==> config.mk <==
export PLATFORM = sky130hd
export DESIGN_NAME = coffee_ctrl_fsm
export DESIGN_NICKNAME = d
export VERILOG_FILES = /design/src/rtl/coffee_pkg.sv /design/src/rtl/sec_tick_gen.sv /design/src/rtl/coffee_ctrl_fsm.sv
export SDC_FILE = /design/constraint.sdc
export NUM_CORES = 1
export LEC_CHECK = 0
export CAP_MARGIN = 20
export CELL_PAD_IN_SITES_DETAIL_PLACEMENT = 1
export CELL_PAD_IN_SITES_GLOBAL_PLACEMENT = 2
export CORE_ASPECT_RATIO = 1.1
export CORE_UTILIZATION = 39
export DETAILED_ROUTE_END_ITERATION = 8
export DONT_BUFFER_PORTS = 1
export PLACE_DENSITY = 0.78
export SYNTH_ARGS = -nofsm -noshare
export SYNTH_HDL_FRONTEND = slang
export SYNTH_SLANG_ARGS = --single-unit
==> constraint.sdc <==
create_clock -name clk -period 3.55 [get_ports clk]
set_clock_uncertainty 0.05 [all_clocks]
set_input_delay 1.065 -clock clk [delete_from_list [all_inputs] [get_ports clk]]
set_output_delay 1.065 -clock clk [all_outputs]
set_load 0.02 [all_outputs]
==> src/rtl/coffee_pkg.sv <==
// Shared encodings for the coffee vending controller: FSM states, button
// indices, the prioritised command decode and the credit width.
package coffee_pkg;

  localparam int CREDIT_W   = 10;
  localparam int BTN_COIN   = 0;
  localparam int BTN_BREW   = 1;
  localparam int BTN_RETURN = 2;

  typedef enum logic [1:0] {
    ST_IDLE   = 2'd0,
    ST_CREDIT = 2'd1,
    ST_BREW   = 2'd2,
    ST_READY  = 2'd3
  } state_t;

  typedef enum logic [1:0] {
    CMD_NONE,
    CMD_COIN,
    CMD_BREW,
    CMD_RETURN
  } cmd_t;

  // Return beats brew beats coin; the losing pulses of that cycle are dropped.
  function automatic cmd_t decode_cmd(input logic [2:0] btn);
    if (btn[BTN_RETURN])    return CMD_RETURN;
    else if (btn[BTN_BREW]) return CMD_BREW;
    else if (btn[BTN_COIN]) return CMD_COIN;
    else                    return CMD_NONE;
  endfunction

endpackage

==> src/rtl/sec_tick_gen.sv <==
// One-second tick: counts 0..CLK_FREQ-1 and pulses on the last count.
// clear restarts the count so the next tick lands exactly CLK_FREQ cycles later.
module sec_tick_gen #(
  parameter int CLK_FREQ = 100_000_000
) (
  input  logic clk,
  input  logic reset,
  input  logic clear,
  output logic tick
);

  localparam int CW = (CLK_FREQ > 1) ? $clog2(CLK_FREQ) : 1;
  localparam logic [CW-1:0] LAST = CW'(CLK_FREQ - 1);

  logic [CW-1:0] count_reg;

  always_ff @(posedge clk or posedge reset) begin
    if (reset) begin
      count_reg <= '0;
    end else if (clear || count_reg == LAST) begin
      count_reg <= '0;
    end else begin
      count_reg <= count_reg + 1'b1;
    end
  end

  assign tick = (count_reg == LAST);

endmodule

==> src/rtl/coffee_ctrl_fsm.sv <==
// Coffee vending controller: credit bookkeeping, brew/ready timing in seconds,
// and change return, driven by debounced one-cycle button pulses.
module coffee_ctrl_fsm
  import coffee_pkg::*;
#(
  parameter int CLK_FREQ     = 100_000_000,
  parameter int COIN_VALUE   = 100,
  parameter int COFFEE_PRICE = 300,
  parameter int MAX_CREDIT   = 900,
  parameter int BREW_SEC     = 5,
  parameter int READY_SEC    = 2
) (
  input  logic                clk,
  input  logic                reset,
  input  logic [2:0]          btn_pulse,
  output logic [CREDIT_W-1:0] credit,
  output logic [1:0]          state,
  output logic [3:0]          brew_remain,
  output logic                brewing,
  output logic                coffee_ready,
  output logic [CREDIT_W-1:0] change_out,
  output logic                change_valid
);

  // Credit sums are formed one bit wider so the ceiling compare cannot wrap.
  localparam logic [CREDIT_W:0]   COIN_X  = (CREDIT_W+1)'(COIN_VALUE);
  localparam logic [CREDIT_W:0]   MAX_X   = (CREDIT_W+1)'(MAX_CREDIT);
  localparam logic [CREDIT_W-1:0] COIN_V  = CREDIT_W'(COIN_VALUE);
  localparam logic [CREDIT_W-1:0] PRICE_V = CREDIT_W'(COFFEE_PRICE);
  localparam logic [3:0]          BREW_V  = 4'(BREW_SEC);
  localparam logic [3:0]          READY_V = 4'(READY_SEC);

  state_t              state_reg, state_next;
  logic [CREDIT_W-1:0] credit_reg, credit_next;
  logic [3:0]          remain_reg, remain_next;
  logic [CREDIT_W-1:0] change_reg, change_next;
  logic                valid_reg, valid_next;
  logic                tick_clear;
  logic                tick;
  logic [CREDIT_W:0]   coin_sum;
  cmd_t                cmd;

  sec_tick_gen #(
    .CLK_FREQ(CLK_FREQ)
  ) u_tick (
    .clk  (clk),
    .reset(reset),
    .clear(tick_clear),
    .tick (tick)
  );

  always_ff @(posedge clk or posedge reset) begin
    if (reset) begin
      state_reg  <= ST_IDLE;
      credit_reg <= '0;
      remain_reg <= '0;
      change_reg <= '0;
      valid_reg  <= 1'b0;
    end else begin
      state_reg  <= state_next;
      credit_reg <= credit_next;
      remain_reg <= remain_next;
      change_reg <= change_next;
      valid_reg  <= valid_next;
    end
  end

  always_comb begin
    state_next  = state_reg;
    credit_next = credit_reg;
    remain_next = remain_reg;
    change_next = change_reg;
    valid_next  = 1'b0;
    tick_clear  = 1'b0;
    cmd         = decode_cmd(btn_pulse);
    coin_sum    = {1'b0, credit_reg} + COIN_X;

    case (state_reg)
      ST_IDLE: begin
        if (cmd == CMD_COIN) begin
          credit_next = COIN_V;
          state_next  = ST_CREDIT;
        end
      end
      ST_CREDIT: begin
        if (cmd == CMD_RETURN) begin
          change_next = credit_reg;
          valid_next  = 1'b1;
          credit_next = '0;
          state_next  = ST_IDLE;
        end else if (cmd == CMD_BREW) begin
          if (credit_reg >= PRICE_V) begin
            credit_next = credit_reg - PRICE_V;
            remain_next = BREW_V;
            tick_clear  = 1'b1;
            state_next  = ST_BREW;
          end
        end else if (cmd == CMD_COIN) begin
          if (coin_sum <= MAX_X) begin
            credit_next = coin_sum[CREDIT_W-1:0];
          end
        end
      end
      ST_BREW: begin
        if (tick) begin
          if (remain_reg == 4'd1) begin
            remain_next = READY_V;
            tick_clear  = 1'b1;
            state_next  = ST_READY;
          end else begin
            remain_next = remain_reg - 4'd1;
          end
        end
      end
      ST_READY: begin
        if (tick) begin
          remain_next = remain_reg - 4'd1;
          if (remain_reg == 4'd1) begin
            state_next = (credit_reg != '0) ? ST_CREDIT : ST_IDLE;
          end
        end
      end
      default: begin
        state_next = ST_IDLE;
      end
    endcase
  end

  assign credit       = credit_reg;
  assign state        = state_reg;
  assign brew_remain  = remain_reg;
  assign brewing      = (state_reg == ST_BREW);
  assign coffee_ready = (state_reg == ST_READY);
  assign change_out   = change_reg;
  assign change_valid = valid_reg;

endmodule

==> insert_results.sql <==
INSERT INTO impl_metrics (metric_group, metric, value, unit) VALUES
('outcome', 'status', 'finished, final reports clean', ''),
('worst_setup_path', 'criticalPathCategory', 'flop to flop', ''),
('clocking', 'hold_buffers', '0', ''),
('worst_setup_path', 'crit_path_end_kind', 'flop', ''),
('timing', 'rsz0062_at_grt', 'no', ''),
('timing', 'timing.final.hold_violations', '0', ''),
('drt', 'detail_route.wirelength', '7000', 'um'),
('die', 'die_height', '93.0', 'um'),
('timing', 'postLayoutSetupSlackWorst', '0.771', 'ns'),
('cells_and_area', 'area.growth.synth_to_final', '5.46', '%'),
('clocking', 'cts_buffers', '5', ''),
('global_routing', 'grt_max_degree', '38', ''),
('timing', 'hold_ws', '0.428', 'ns'),
('timing', 'min_cycle_time_layout', '2.78', 'ns'),
('yosys', 'yosysWarnings', '0', ''),
('drt', 'drc', '0', ''),
('drt', 'routed-via-count', '2275', ''),
('cells_and_area', 'fillCellCount', '845', ''),
('yosys', 'synth_area_leaders', 'dfrtp_1, xor2_1, nor2_1, ha_1, nand2_1', ''),
('yosys', 'synth_edf_count', '0', ''),
('cells_and_area', 'fin_cells', '405', ''),
('cells_and_area', 'finalCoreUtilization', '43.4', '%'),
('place', 'placement.setup.worst_slack', '0.794', 'ns'),
('drt', 'drt-vias-per-instance', '5.62', ''),
('worst_setup_path', 'cp.arrival', '2.92', 'ns'),
('clocking', 'h-tree-depth', '2', ''),
('worst_setup_path', 'cp_max_fanout', '10', ''),
('clocking', 'ctsRootBufferMaster', 'clkbuf_8', ''),
('clocking', 'cts_max_path_buffers', '2', ''),
('power', 'power-per-cell-area', '749', 'nW/um2'),
('global_routing', 'remaining_global_route_overflow', '0', ''),
('cells_and_area', 'largest_register_ffs', '27', ''),
('yosys', 'leading_cell_type_by_number_of_instances_after_synthesis', 'dfrtp_1', ''),
('die', 'floorplan.initialDensity', '41.2', '%'),
('clocking', 'clk_pin_slew_worst_paths', '0.11', 'ns'),
('yosys', 'main_synth_ff_type', 'dfrtp_1', ''),
('die', 'width_of_the_die', '84.7', 'um'),
('cells_and_area', 'num_antenna_cells', '0', ''),
('yosys', 'synth.cell_area', '2940', 'um2'),
('yosys', 'synth.yosys.seq_area_share', '42.6', '%'),
('timing', 'max-slew-margin-rel', '55.4', '%'),
('yosys', 'yosysTopAreaCell', 'dfrtp_1', ''),
('yosys', 'synth_cell_type_count', '55', ''),
('place', 'dp.cells', '397', ''),
('yosys', 'syn-instance-count', '323', ''),
('clocking', 'insertion_delay', '0.31', 'ns'),
('clocking', 'tritoncts', 'built', ''),
('power', 'static_leakage', '1.46', 'nW'),
('die', 'core-area', '7130', 'um2'),
('yosys', 'synth.cells.most_frequent', 'dfrtp_1, nor2_1, nand2_1', ''),
('global_routing', 'antenna_violations_before_repair', '0', ''),
('global_routing', 'track_usage', '19.1', '%'),
('timing', 'worst_slew_pin_slew', '0.662', 'ns'),
('worst_hold_path', 'hold_class', 'flop to flop', ''),
('drt', 'postRouteAntennaNets', '0', ''),
('yosys', 'synth_seq_cells', '50', ''),
('cells_and_area', 'post-route-cell-area', '3100', 'um2'),
('timing', 'max_freq', '0.360', 'GHz'),
('yosys', 'syn-mean-instance-area', '9.09', 'um2'),
('die', 'std_cell_rows', '32', ''),
('timing', 'maxSlewViolCount', '0', ''),
('place', 'placed_cell_area', '3000', 'um2'),
('drt', 'wl_per_cell', '17.3', 'um'),
('power', 'vdd_ir_drop_max', '0.000338', 'V'),
('yosys', 'synthDominantCellAreaShare', '42.6', '%'),
('timing', 'report.final.setup_viol', '0', ''),
('worst_setup_path', 'worst_setup_sp_type', 'flop', ''),
('timing', 'layout_worst_path_cycle_share', '78.3', '%'),
('cells_and_area', 'drive_above_1_share', '7.50', '%'),
('place', 'place_hpwl', '5130', 'um'),
('drt', 'dr.first_iter.drc_count', '57', '');
## metal layers
layer / track usage (%) / wire (um)
met1: 24.2 / 3220
met2: 33.3 / 3470
met3: 3.44 / 222
met4: 5.79 / 87
met5: 0 / 0
## worst paths after layout
path                                      from              endpoint  cells after the start  slack, ns
setup reg to reg                     credit[3]             credit[5]                      8       0.77
hold reg to reg            u_tick.count_reg[0]   u_tick.count_reg[0]                      1       0.43
max in group asynchronous                reset  u_tick.count_reg[24]                      2       2.10
hold / removal             u_tick.count_reg[0]   u_tick.count_reg[0]                      1       0.43
min in group asynchronous                reset          change_valid                      1       0.53
setup / recovery                     credit[3]             credit[5]                      8       0.77
## kinds of logic (layout without fill, tap and decap cells)
family | count (synthesis) | in the layout | synth area share, %
AOI/OAI and AO/OA | 64 | 64 | 15.0
DFF | 50 | 50 | 42.6
adders and majority gates | 10 | 10 | 4.26
xor gates and xnor gates | 26 | 26 | 7.76
muxes | 8 | 8 | 2.86
other | 1 | 4 | 0.128
and+or+nand+nor | 127 | 127 | 22.0
buffers and inverters | 37 | 31 | 5.37
## where the power goes
part	leakage (nW)	switching [mW]	internal, mW	total, mW
logic	0.754	0.532	0.379	0.911
registers	0.658	0.328	0.716	1.04
clock network	0.0491	0.216	0.146	0.362
## cells in the final DEF (no fill, tap or decap), types with 6 or more instances in the layout
cell type / count
o21ai_0: 15
a21oi_1: 14
dfrtp_1: 50
nor2_1: 40
inv_1: 17
xor2_1: 18
xnor2_1: 8
ha_1: 10
nand2_1: 28
nand4_1: 6
nand3_1: 12
and3_1: 7
## worst max-delay path, cell delays in order (launching register included)
cell      delay (ns)
dfrtp_1         0.55
ha_1            0.35
a211oi_1        0.48
o32ai_1         0.19
or2_2           0.29
o221ai_1        0.23
buf_4           0.22
a21boi_0        0.20
o21ai_0         0.09
## final cells by class
class,instances,area [um2],share of cell area [%]
Clock buffer,5,68.8,2.22
Sequential cell,50,1250,40.4
Multi-Input combinational cell,239,1540,49.7
Clock inverter,3,26.3,0.849
Inverter,18,67.6,2.18
Tap cell,85,106,3.44
Timing Repair Buffer,5,37.5,1.21
(Power assumes the default switching activity.)
